`src/rtl/esm_dep_scheduler_pkg.sv`:
```
// Shared types, sizes and field helpers for the ESM dependency scheduler.
package esm_pkg;

  localparam int unsigned INSTR_W = 32;
  localparam int unsigned REGNUM  = 32;
  localparam int unsigned RA_W    = $clog2(REGNUM);
  localparam int unsigned BS      = 16;
  localparam int unsigned IX_W    = $clog2(BS);
  localparam int unsigned OCC_W   = IX_W + 1;

  // Fixed register field positions in the instruction word
  localparam int unsigned RS1_LSB = 15;
  localparam int unsigned RS2_LSB = 20;
  localparam int unsigned RD_LSB  = 7;

  typedef enum logic [1:0] {
    SLOT_FREE   = 2'd0,
    SLOT_WAIT   = 2'd1,
    SLOT_ISSUED = 2'd2
  } slot_state_e;

  typedef struct packed {
    logic [RA_W-1:0] rs1;
    logic [RA_W-1:0] rs2;
    logic [RA_W-1:0] rd;
  } reg_fields_t;

  // Unused rs2 / unwritten rd collapse to x0 so they never match anything
  function automatic reg_fields_t extract_fields(input logic [INSTR_W-1:0] instr,
                                                 input logic               use_rs2,
                                                 input logic               reg_write);
    reg_fields_t f;
    f.rs1 = instr[RS1_LSB +: RA_W];
    f.rs2 = use_rs2   ? instr[RS2_LSB +: RA_W] : '0;
    f.rd  = reg_write ? instr[RD_LSB  +: RA_W] : '0;
    return f;
  endfunction

endpackage

```
`src/rtl/esm_dep_scheduler_if.sv`:
```
// Alloc / issue / complete handshake bundle of esm_dep_scheduler.
interface esm_dep_scheduler_if;
  import esm_pkg::*;

  logic               alloc_valid;
  logic               alloc_ready;
  logic [INSTR_W-1:0] instr_in;
  logic               use_rs2;
  logic               reg_write;
  logic [IX_W-1:0]    alloc_index;
  logic               issue_valid;
  logic               issue_ready;
  logic [IX_W-1:0]    issue_index;
  logic [INSTR_W-1:0] issue_instr;
  logic               complete_valid;
  logic [IX_W-1:0]    complete_index;
  logic [OCC_W-1:0]   occupancy;
  logic               full;
  logic               empty;

  modport slave (
    input  alloc_valid, instr_in, use_rs2, reg_write, issue_ready,
           complete_valid, complete_index,
    output alloc_ready, alloc_index, issue_valid, issue_index, issue_instr,
           occupancy, full, empty
  );

  modport master (
    output alloc_valid, instr_in, use_rs2, reg_write, issue_ready,
           complete_valid, complete_index,
    input  alloc_ready, alloc_index, issue_valid, issue_index, issue_instr,
           occupancy, full, empty
  );

endinterface

```
`src/rtl/esm_dep_scheduler_dep_row.sv`:
```
// Combinational IDT row for a newly allocated instruction against all live slots.
// ESM_WAR_WAW_CHECK_EN adds WAR/WAW terms; otherwise RAW only.
module esm_dep_row
  import esm_pkg::*;
(
  input  reg_fields_t            new_fields,
  input  logic [BS-1:0]          slot_live,
  input  reg_fields_t [BS-1:0]   slot_fields,
  output logic [BS-1:0]          dep_row_c
);

  always_comb begin
    dep_row_c = '0;
    for (int j = 0; j < int'(BS); j++) begin
      // RAW: older slot writes a register this one reads
      if (slot_live[j] && (slot_fields[j].rd != '0) &&
          ((slot_fields[j].rd == new_fields.rs1) || (slot_fields[j].rd == new_fields.rs2)))
        dep_row_c[j] = 1'b1;
`ifdef ESM_WAR_WAW_CHECK_EN
      // WAR / WAW: this slot overwrites a register the older slot reads or writes
      if (slot_live[j] && (new_fields.rd != '0) &&
          ((new_fields.rd == slot_fields[j].rs1) || (new_fields.rd == slot_fields[j].rs2) ||
           (new_fields.rd == slot_fields[j].rd)))
        dep_row_c[j] = 1'b1;
`endif
    end
  end

`ifndef ESM_WAR_WAW_CHECK_EN
  logic unused_order_fields;
  assign unused_order_fields = ^{new_fields.rd, slot_fields};
`endif

endmodule

```
`src/rtl/esm_dep_scheduler.sv`:
```
// Registered dependency scheduler: slot buffer, IDT and age matrix with oldest-ready issue.
// Build option ESM_WAR_WAW_CHECK_EN (in esm_dep_row) enables WAR/WAW tracking.
module esm_dep_scheduler
  import esm_pkg::*;
(
  input logic                clk,
  input logic                reset,
  esm_dep_scheduler_if.slave bus
);

  slot_state_e          state_q [BS];
  slot_state_e          state_d [BS];
  logic [BS-1:0]        idt_q   [BS];
  logic [BS-1:0]        idt_d   [BS];
  logic [BS-1:0]        older_q [BS];
  logic [BS-1:0]        older_d [BS];
  logic [INSTR_W-1:0]   instr_q [BS];
  reg_fields_t [BS-1:0] fields_q;
  logic [OCC_W-1:0]     occ_q, occ_d;

  logic [BS-1:0]   free_vec, ready_vec, complete_vec, live_vec, dep_row;
  logic [IX_W-1:0] alloc_idx, issue_idx;
  logic            alloc_fire, issue_fire, complete_fire;
  reg_fields_t     new_fields;

  // Per-slot status vectors
  always_comb begin
    free_vec  = '0;
    ready_vec = '0;
    for (int i = 0; i < int'(BS); i++) begin
      free_vec[i]  = (state_q[i] == SLOT_FREE);
      ready_vec[i] = (state_q[i] == SLOT_WAIT) && (idt_q[i] == '0);
    end
  end

  // Lowest-index free slot
  always_comb begin
    alloc_idx = '0;
    for (int i = int'(BS) - 1; i >= 0; i--)
      if (free_vec[i]) alloc_idx = IX_W'(i);
  end

  // Oldest ready slot: ready with no older ready slot
  always_comb begin
    issue_idx = '0;
    for (int i = int'(BS) - 1; i >= 0; i--)
      if (ready_vec[i] && ((older_q[i] & ready_vec) == '0)) issue_idx = IX_W'(i);
  end

  assign alloc_fire    = bus.alloc_valid && bus.alloc_ready;
  assign issue_fire    = bus.issue_valid && bus.issue_ready;
  assign complete_fire = bus.complete_valid && (state_q[bus.complete_index] == SLOT_ISSUED);
  assign complete_vec  = complete_fire ? (BS'(1) << bus.complete_index) : '0;
  assign live_vec      = ~free_vec & ~complete_vec;
  assign new_fields    = extract_fields(bus.instr_in, bus.use_rs2, bus.reg_write);

  esm_dep_row u_dep_row (
    .new_fields  (new_fields),
    .slot_live   (live_vec),
    .slot_fields (fields_q),
    .dep_row_c   (dep_row)
  );

  assign bus.alloc_ready = |free_vec;
  assign bus.alloc_index = alloc_idx;
  assign bus.issue_valid = |ready_vec;
  assign bus.issue_index = issue_idx;
  assign bus.issue_instr = instr_q[issue_idx];
  assign bus.occupancy   = occ_q;
  assign bus.full        = (occ_q == OCC_W'(BS));
  assign bus.empty       = (occ_q == '0);

  // Next state for slot states, IDT and age matrix
  always_comb begin
    state_d = state_q;
    idt_d   = idt_q;
    older_d = older_q;
    occ_d   = occ_q + OCC_W'(alloc_fire) - OCC_W'(complete_fire);
    for (int k = 0; k < int'(BS); k++) begin
      if (complete_fire) idt_d[k][bus.complete_index] = 1'b0;
      if (alloc_fire)    older_d[k][alloc_idx]        = 1'b0;
    end
    if (issue_fire)    state_d[issue_idx]          = SLOT_ISSUED;
    if (complete_fire) state_d[bus.complete_index] = SLOT_FREE;
    if (alloc_fire) begin
      state_d[alloc_idx] = SLOT_WAIT;
      idt_d[alloc_idx]   = dep_row;
      older_d[alloc_idx] = live_vec;
    end
  end

  always_ff @(posedge clk) begin
    if (reset) begin
      for (int i = 0; i < int'(BS); i++) begin
        state_q[i] <= SLOT_FREE;
        idt_q[i]   <= '0;
        older_q[i] <= '0;
      end
      occ_q <= '0;
    end else begin
      for (int i = 0; i < int'(BS); i++) begin
        state_q[i] <= state_d[i];
        idt_q[i]   <= idt_d[i];
        older_q[i] <= older_d[i];
      end
      occ_q <= occ_d;
    end
  end

  // Payload is only meaningful while the slot is non-FREE, so it needs no reset
  always_ff @(posedge clk) begin
    if (alloc_fire) begin
      instr_q[alloc_idx]  <= bus.instr_in;
      fields_q[alloc_idx] <= new_fields;
    end
  end

endmodule

```
`src/flat_wrapper.sv`:
```
// flat-port wrapper written by rule: the top's interface ports become plain ports
module esm_dep_scheduler_flat import esm_pkg::*;
  (clk, reset, bus_alloc_valid, bus_instr_in, bus_use_rs2, bus_reg_write, bus_issue_ready, bus_complete_valid, bus_complete_index, bus_alloc_ready, bus_alloc_index, bus_issue_valid, bus_issue_index, bus_issue_instr, bus_occupancy, bus_full, bus_empty);
  esm_dep_scheduler_if bus_i ();
  input logic clk;
  input logic reset;
  input wire logic [$bits(bus_i.alloc_valid)-1:0] bus_alloc_valid;
  input wire logic [$bits(bus_i.instr_in)-1:0] bus_instr_in;
  input wire logic [$bits(bus_i.use_rs2)-1:0] bus_use_rs2;
  input wire logic [$bits(bus_i.reg_write)-1:0] bus_reg_write;
  input wire logic [$bits(bus_i.issue_ready)-1:0] bus_issue_ready;
  input wire logic [$bits(bus_i.complete_valid)-1:0] bus_complete_valid;
  input wire logic [$bits(bus_i.complete_index)-1:0] bus_complete_index;
  output wire logic [$bits(bus_i.alloc_ready)-1:0] bus_alloc_ready;
  output wire logic [$bits(bus_i.alloc_index)-1:0] bus_alloc_index;
  output wire logic [$bits(bus_i.issue_valid)-1:0] bus_issue_valid;
  output wire logic [$bits(bus_i.issue_index)-1:0] bus_issue_index;
  output wire logic [$bits(bus_i.issue_instr)-1:0] bus_issue_instr;
  output wire logic [$bits(bus_i.occupancy)-1:0] bus_occupancy;
  output wire logic [$bits(bus_i.full)-1:0] bus_full;
  output wire logic [$bits(bus_i.empty)-1:0] bus_empty;
  assign bus_i.alloc_valid = bus_alloc_valid;
  assign bus_i.instr_in = bus_instr_in;
  assign bus_i.use_rs2 = bus_use_rs2;
  assign bus_i.reg_write = bus_reg_write;
  assign bus_i.issue_ready = bus_issue_ready;
  assign bus_i.complete_valid = bus_complete_valid;
  assign bus_i.complete_index = bus_complete_index;
  assign bus_alloc_ready = bus_i.alloc_ready;
  assign bus_alloc_index = bus_i.alloc_index;
  assign bus_issue_valid = bus_i.issue_valid;
  assign bus_issue_index = bus_i.issue_index;
  assign bus_issue_instr = bus_i.issue_instr;
  assign bus_occupancy = bus_i.occupancy;
  assign bus_full = bus_i.full;
  assign bus_empty = bus_i.empty;
  esm_dep_scheduler u_core (.clk(clk), .reset(reset), .bus(bus_i));
endmodule
```
`config.mk`:
```
export PLATFORM = sky130hd
export DESIGN_NAME = esm_dep_scheduler_flat
export DESIGN_NICKNAME = d
export VERILOG_FILES = /design/src/rtl/esm_dep_scheduler_pkg.sv /design/src/rtl/esm_dep_scheduler_if.sv /design/src/rtl/esm_dep_scheduler_dep_row.sv /design/src/rtl/esm_dep_scheduler.sv /design/src/flat_wrapper.sv
export SDC_FILE = /design/constraint.sdc
export NUM_CORES = 2
export LEC_CHECK = 0
export ABC_AREA = 1
export ABC_CLOCK_PERIOD_IN_PS = 5200
export CELL_PAD_IN_SITES_DETAIL_PLACEMENT = 0
export CELL_PAD_IN_SITES_GLOBAL_PLACEMENT = 1
export CORE_MARGIN = 8
export CORE_UTILIZATION = 45
export CTS_BUF_LIST = sky130_fd_sc_hd__clkbuf_16
export CTS_CLUSTER_SIZE = 30
export DETAILED_ROUTE_END_ITERATION = 8
export PLACE_DENSITY = 0.75
export SYNTH_ARGS = -nofsm -noshare
export SYNTH_HDL_FRONTEND = slang
export SYNTH_SLANG_ARGS = --single-unit
```
`constraint.sdc`:
```
create_clock -name clk -period 5.2 [get_ports clk]
set_clock_uncertainty 0.05 [all_clocks]
set_input_delay 0.78 -clock clk [delete_from_list [all_inputs] [get_ports clk]]
set_output_delay 0.78 -clock clk [all_outputs]
set_load 0.02 [all_outputs]
```
Word level (Yosys, flattened, before mapping)
Memory sizes are Yosys's and may differ from the RTL's.
Index checks and enable logic that the tools add are counted.
{ "word_totals": {"register_bits": 789, "mem_bits_rw": 512, "out_inout_bits": 49, "wordCells": 490, "memories": 1} }
{ "op_classes": {"n_addsub": 2, "n_lt_le_gt_ge": 10, "n_eq_ne": 50, "shift": 1, "mux": 110, "n_bitwise": 64, "reduce_logical": 155} }
{ "mem_list": {"columns": ["name", "depth", "width", "rd", "rd_ports_with_merged_regs", "wr", "line_no", "rtl"], "rows": [
  ["u_core.instr_q", 16, 32, 1, 0, 1, "esm_dep_scheduler.sv:17", "logic [INSTR_W-1:0] instr_q [BS];"]
]} }
{ "op_table": {"columns": ["operator", "n"], "rows": [
  ["16-bit AND", 51],
  ["16-bit two-way mux", 34],
  ["256-bit bitwise mux", 2],
  ["16-bit zero test", 32],
  ["256-bit two-way mux", 2],
  ["240-bit bitwise mux", 1],
  ["5-bit == test", 32],
  ["4-bit two-way mux", 32],
  ["32-bit two-way mux", 3],
  ["16-bit NOT", 6],
  ["5-bit nonzero test", 16],
  ["1-bit logical AND", 72],
  ["16-bit demux with 4-bit select", 1],
  ["15-bit demux with 4-bit select", 1],
  ["32-bit AND", 1],
  ["2-bit by 1-bit == test with 1-bit output, second input constant", 16],
  ["2-bit zero test", 16],
  ["32-bit NOT", 1],
  ["16-bit OR", 2],
  ["16-bit OR reduction", 2],
  ["2-bit demux with 4-bit select", 3],
  ["1-bit two-way mux", 20],
  ["1-bit logical OR", 16],
  ["1-bit by 4-bit << shifter with 16-bit output, first input constant", 1],
  ["other kinds (15)", 29]
]} }

Longest topological paths before layout
{ "depth": {"ltp_word": 33, "mapped_depth": 34} }

Modules after synthesis
From an unflattened synthesis, not the netlist that was laid out.
{ "hier_totals": {"hier_cells": 6340, "hier_area_um2": 55333.1} }
{ "modules_own_cells": {"columns": ["module", "n_inst", "cells_per_inst", "area_per_inst_um2", "seq_area_each_um2"], "rows": [
  ["esm_dep_scheduler", 1, 5699, 52360.2, 31169.9],
  ["esm_dep_row", 1, 641, 2972.9, 0.0]
]} }

Worst setup path after synthesis
No wires, ideal clock.
{ "synth_path": {"kind": "reg-to-reg", "startpoint": "register u_core.state_q[24] in the netlist's numbering", "endpoint": "register u_core.older_q[140] in the netlist's numbering", "setup_time_ps": 204, "t_arrival_ps": 4190, "required_ps": 4946, "slack_ps": 756, "stages_incl_launch_ff": 14, "path_cell_list": "dfxtp_1 -> nor2_1 -> nor2_1 -> nand2_1 -> nor3_1 -> inv_1 -> nor3_1 -> inv_1 -> nor2_1 -> inv_1 -> buf_2 -> buf_2 -> a21oi_1 -> a211oi_1"} }
{ "synth_via": {"elab_chain_len": 14, "word_cells_on_any_way": 31} }
{ "synth_lines": {"columns": ["item", "line_no", "rtl"], "rows": [
  ["from (decl)", "esm_dep_scheduler.sv:11", "slot_state_e state_q [BS];"],
  ["from (signal, indexed assignment)", "esm_dep_scheduler.sv:102", "state_q[i] <= state_d[i];"],
  ["2-bit zero test *", "esm_dep_scheduler.sv:31", "free_vec[i] = (state_q[i] == SLOT_FREE);"],
  ["4-bit two-way mux * (4 in series)", "esm_dep_scheduler.sv:40", "if (free_vec[i]) alloc_idx = IX_W'(i);"],
  ["net bus_alloc_index[3]", "flat_wrapper.sv:15", "output wire logic [$bits(bus_i.alloc_index)-1:0] bus_alloc_index;"],
  ["4-bit by 5-bit less-than comparator with 1-bit output (implied by the code) or 4-bit by 1-bit >= comparator with 1-bit output (tied branches)", "esm_dep_scheduler.sv:81", "if (alloc_fire) older_d[k][alloc_idx] = 1'b0;"],
  ["1-bit logical AND (implied by the code)", "esm_dep_scheduler.sv:81", null],
  ["1-bit two-way mux (implied by the code)", "esm_dep_scheduler.sv:81", null],
  ["1-bit demux with 4-bit select", null, null],
  ["16-bit NOT (no line)", null, null],
  ["16-bit AND (no line)", null, null],
  ["16-bit two-way mux", "esm_dep_scheduler.sv:81", null],
  ["256-bit bitwise mux", "esm_dep_scheduler.sv:88", "older_d[alloc_idx] = live_vec;"],
  ["256-bit two-way mux *", "esm_dep_scheduler.sv:85", "if (alloc_fire) begin"],
  ["to (signal, indexed assignment)", "esm_dep_scheduler.sv:104", "older_q[i] <= older_d[i];"],
  ["to (decl)", "esm_dep_scheduler.sv:15", "logic [BS-1:0] older_q [BS];"]
]} }
The timed path passes the listed nets; every way through them passes the cells marked *. The select of a mux whose other input is x is not followed.
A chain may end at the register's enable or synchronous reset.

Worst setup path in the final report
{ "layout_path": {"startpoint": "register u_core.state_q[23] in the netlist's numbering", "endpoint": "output port bus_issue_instr[19]"} }
{ "layout_via": {"elab_chain_len": 22, "word_cells_on_any_way": 67} }
{ "layout_lines": {"columns": ["item", "line_no", "rtl"], "rows": [
  ["2-bit by 1-bit == test with 1-bit output *", "esm_dep_scheduler.sv:32", "ready_vec[i] = (state_q[i] == SLOT_WAIT) && (idt_q[i] == '0);"],
  ["1-bit logical AND *", "esm_dep_scheduler.sv:32", null],
  ["16-bit AND", "esm_dep_scheduler.sv:47", "if (ready_vec[i] && ((older_q[i] & ready_vec) == '0)) issue_idx = IX_W'(i);"],
  ["16-bit zero test", "esm_dep_scheduler.sv:47", null],
  ["1-bit logical AND", "esm_dep_scheduler.sv:47", null],
  ["4-bit two-way mux (15 in series)", "esm_dep_scheduler.sv:47", null],
  ["4-bit two-way mux *", "esm_dep_scheduler.sv:47", null],
  ["memory read 16 x 32 bit *", null, null],
  ["to (decl)", "flat_wrapper.sv:18", "output wire logic [$bits(bus_i.issue_instr)-1:0] bus_issue_instr;"]
]} }
Every way passes the cells marked *; elsewhere a longest branch is shown, timed or not.

==> flow_summary.toml <==
[run_status]
status = "complete, but fails checks"
violations = "setup timing"

[yosys]
synth_cell_types = 62
postSynth.asyncResetShare_pct = 0
synth_area_per_cell_um2 = 8.802
synth_seq_cells = 1141
ys_seq_area_share_pct = 55.57
syn_nets = 5931
yosys_warnings = 0
syn_area_um2 = 51770
postSynthCellCount = 5881
synth_edf_count = 592
synthFlopType = "edfxtp_1"

[worst_setup_path]
worstPathMaxFanout = 24
max_stage_delay_ns = 0.36
crit_type = "reg -> out"
crit_required_ns = 4.37
startpoint_type = "register"
cp_slowest_cell = "dfxtp_1"
arrival_ns = 4.50
crit_path_end_kind = "output pin"
cpMostUsedCell = "nor2_1"

[power_and_ir_drop]
p_leak_nw = 24.56
combPwrFrac_pct = 11.1
vdd_drop_max_uv = 228.7
power.density_nw_per_um2 = 320.6
switchingPower_mw = 5.388
p_int_mw = 15.42
sw_frac_of_total_pct = 25.89
finalPower_mw = 20.81
clock_power_share_pct = 42.6
seqPwrFrac_pct = 46.3

[clock_tree]
cts_tree = "yes"
cts_buffer_depth = 3
htreeDepth = 4
cts-root-buf = "clkbuf_16"
clk_pin_slew_worst_paths_ns = 0.06
ctsHoldBuffers = 0
numCtsBuffers = 130
clk_latency_ns = 0.74
cts.sinks = 1141

[grt]
grt_start_max_net_pins = 166
grt_remaining_overflow = 0
antenna_found_initial = 5
gr-usage-all-layers_pct = 34.25
grt_pass1_wl_um = 318200
grt_pass1_vias = 44330

[die]
dieArea_um2 = 126100
rows = 124
pin_count = 92
initial_core_util_pct = 45.33
die_h_um = 355.2
die_x_um = 355.2
coreArea_um2 = 114200

[cells_and_area]
layout_commonest_cell = "nand2_1"
area_delta_synth_final_pct = 25.39
nNetsFinal = 6322
final_core_util_pct = 56.85
drive_gt1_share_pct = 19.31
layout_common_cells = "nand2_1 (933), edfxtp_1 (592), nor2_1 (590)"

[drt]
avgViaCountPerCell = 6.106
routed_wl_um = 228800
routedWlPerCell_um = 29.00
final_antenna_net_count = 0
dr.first_iter.drc_count = 5732
drcViolationCount = 0
firstDrtPassIters = 8
vias = 48170

[sta]
finalCritPeriodShare_pct = 102.5
worstMarginPinSlew_ns = 1.356
finalSetupViolCount = 19
max_freq_mhz = 187.6
rsz0062_at_grt = "true"
hold_viol_final = 0
worst_slack_ns = -0.1296
slew-limit-headroom_pct = 8.433
post-route-min-period_ns = 5.330
drv_slew = 0

[place]
dpl.hpwl_um = 147600
gp_congestion = 1.057
numPortBuffers = 91

[hold_path]
hold_class = "in -> reg"

[flow_run]
maxCapViolCount = 0
==> final timing paths <==
check                                   startpoint                endpoint  slack (ns)  cells past startpoint
worst max register to register   u_core.state_q[0]  u_core.instr_q[13][28]        0.92                     15
worst min register to register   u_core.idt_q[105]       u_core.idt_q[105]        0.38                      2
worst max-delay path            u_core.state_q[23]     bus_issue_instr[19]       -0.13                     25
worst min-delay path                         reset     u_core.older_q[231]        0.35                      2
==> cells in the mapped netlist, drive strengths merged, types with 7 or more instances <==
cell	n	area (um^2)
dfxtp	549	10990
nor2	737	2834
xnor2	17	148.9
o2111ai	18	157.7
inv	422	1584
o41ai	12	105.1
a221oi	39	347.8
o211ai	10	75.07
nor4	22	150.1
a2111oi	9	103.9
o221ai	32	280.3
o22ai	146	913.4
o32ai	7	61.31
o21ai	258	1291
xor2	42	367.9
nand3	469	2402
edfxtp	592	17780
nand4	338	2121
nand2	1042	3979
nor3	31	155.2
buf	154	839.6
a21oi	439	2212
clkbuf	240	900.9
a211oi	201	1514
==> state kept, by name (all words and copies together) (netlist names) <==
name,count
u_core.bus.occupancy,5
u_core.idt_q,256
u_core.state_q,32
u_core.older_q,256
u_core.instr_q,512
u_core.fields_q,80
==> stage by stage <==
stage	instance area, um^2	hold slack, ns	TNS (ns)	cells	setup WS [ns]
2_1_floorplan	51770	0.3583	0	5881	0.7557
3_3_place_gp	57090	0.3693	-3.686	7524	-0.1797
3_5_place_dp	57090	0.3701	-2.284	7524	-0.1223
4_1_cts	63160	0.3287	-0.08592	7825	-0.04134
5_1_grt	64910	0.3583	-6.434	7887	-0.2798
6_report	64910	0.3503	-0.6968	7889	-0.1296
==> cells by family after synthesis <==
logic type | synth area share (%)
compound gates | 14.04
fa+ha+maj | 0.1837
simple gates | 22.74
flops | 55.57
xor+xnor | 0.9982
buf+inv | 6.468
==> repair_timing <==
| action | CTS | global route |
|---|---|---|
| setup buffers | 45 | 44 |
| resized for setup | 434 | 267 |
| pin swaps | 67 | 178 |
| setup endpoints to repair | 36 | 33 |
| cloned | 21 | 25 |
==> power groups by stage <==
stage               combinational [mW]  sequential (mW)  clock [mW]
global placement                  1.89             9.81           0
CTS                               2.11             9.62        8.96
global route                      2.43             9.63        9.29
detailed placement                1.90             9.82           0
floorplan                         1.01             9.82           0
finish                            2.31             9.63        8.87
==> worst max-delay path: cells and delay by family (launching register included) <==
family | cells | cell delay [ns]
and+or+nand+nor | 16 | 1.84
AOI/OAI and AO/OA | 3 | 0.37
DFF | 1 | 0.36
buffers and inverters | 6 | 1.17
==> metal layers <==
layer  part of all wire [%]  GRT usage (%)  up-vias
met5                      0              0        -
met4                    6.3          18.84        0
met3                    8.7          6.200      634
met2                     46          54.78     2589
met1                     39          43.93    23310
li1                       -              -    21640
==> area by class of cell <==
cell class,count,area (um^2)
Timing Repair Buffer,648,7097
Clock inverter,100,699.4
Tap cell,1512,1892
Fill cell,10160,49280
Multi-Input combinational cell,3922,21360
Sequential cell,1141,28790
Timing Repair inverter,1,7.507
Inverter,428,1677
Clock buffer,135,3378
Antenna cell,2,5.005
Note: power is estimated with default switching activity, not from simulation.
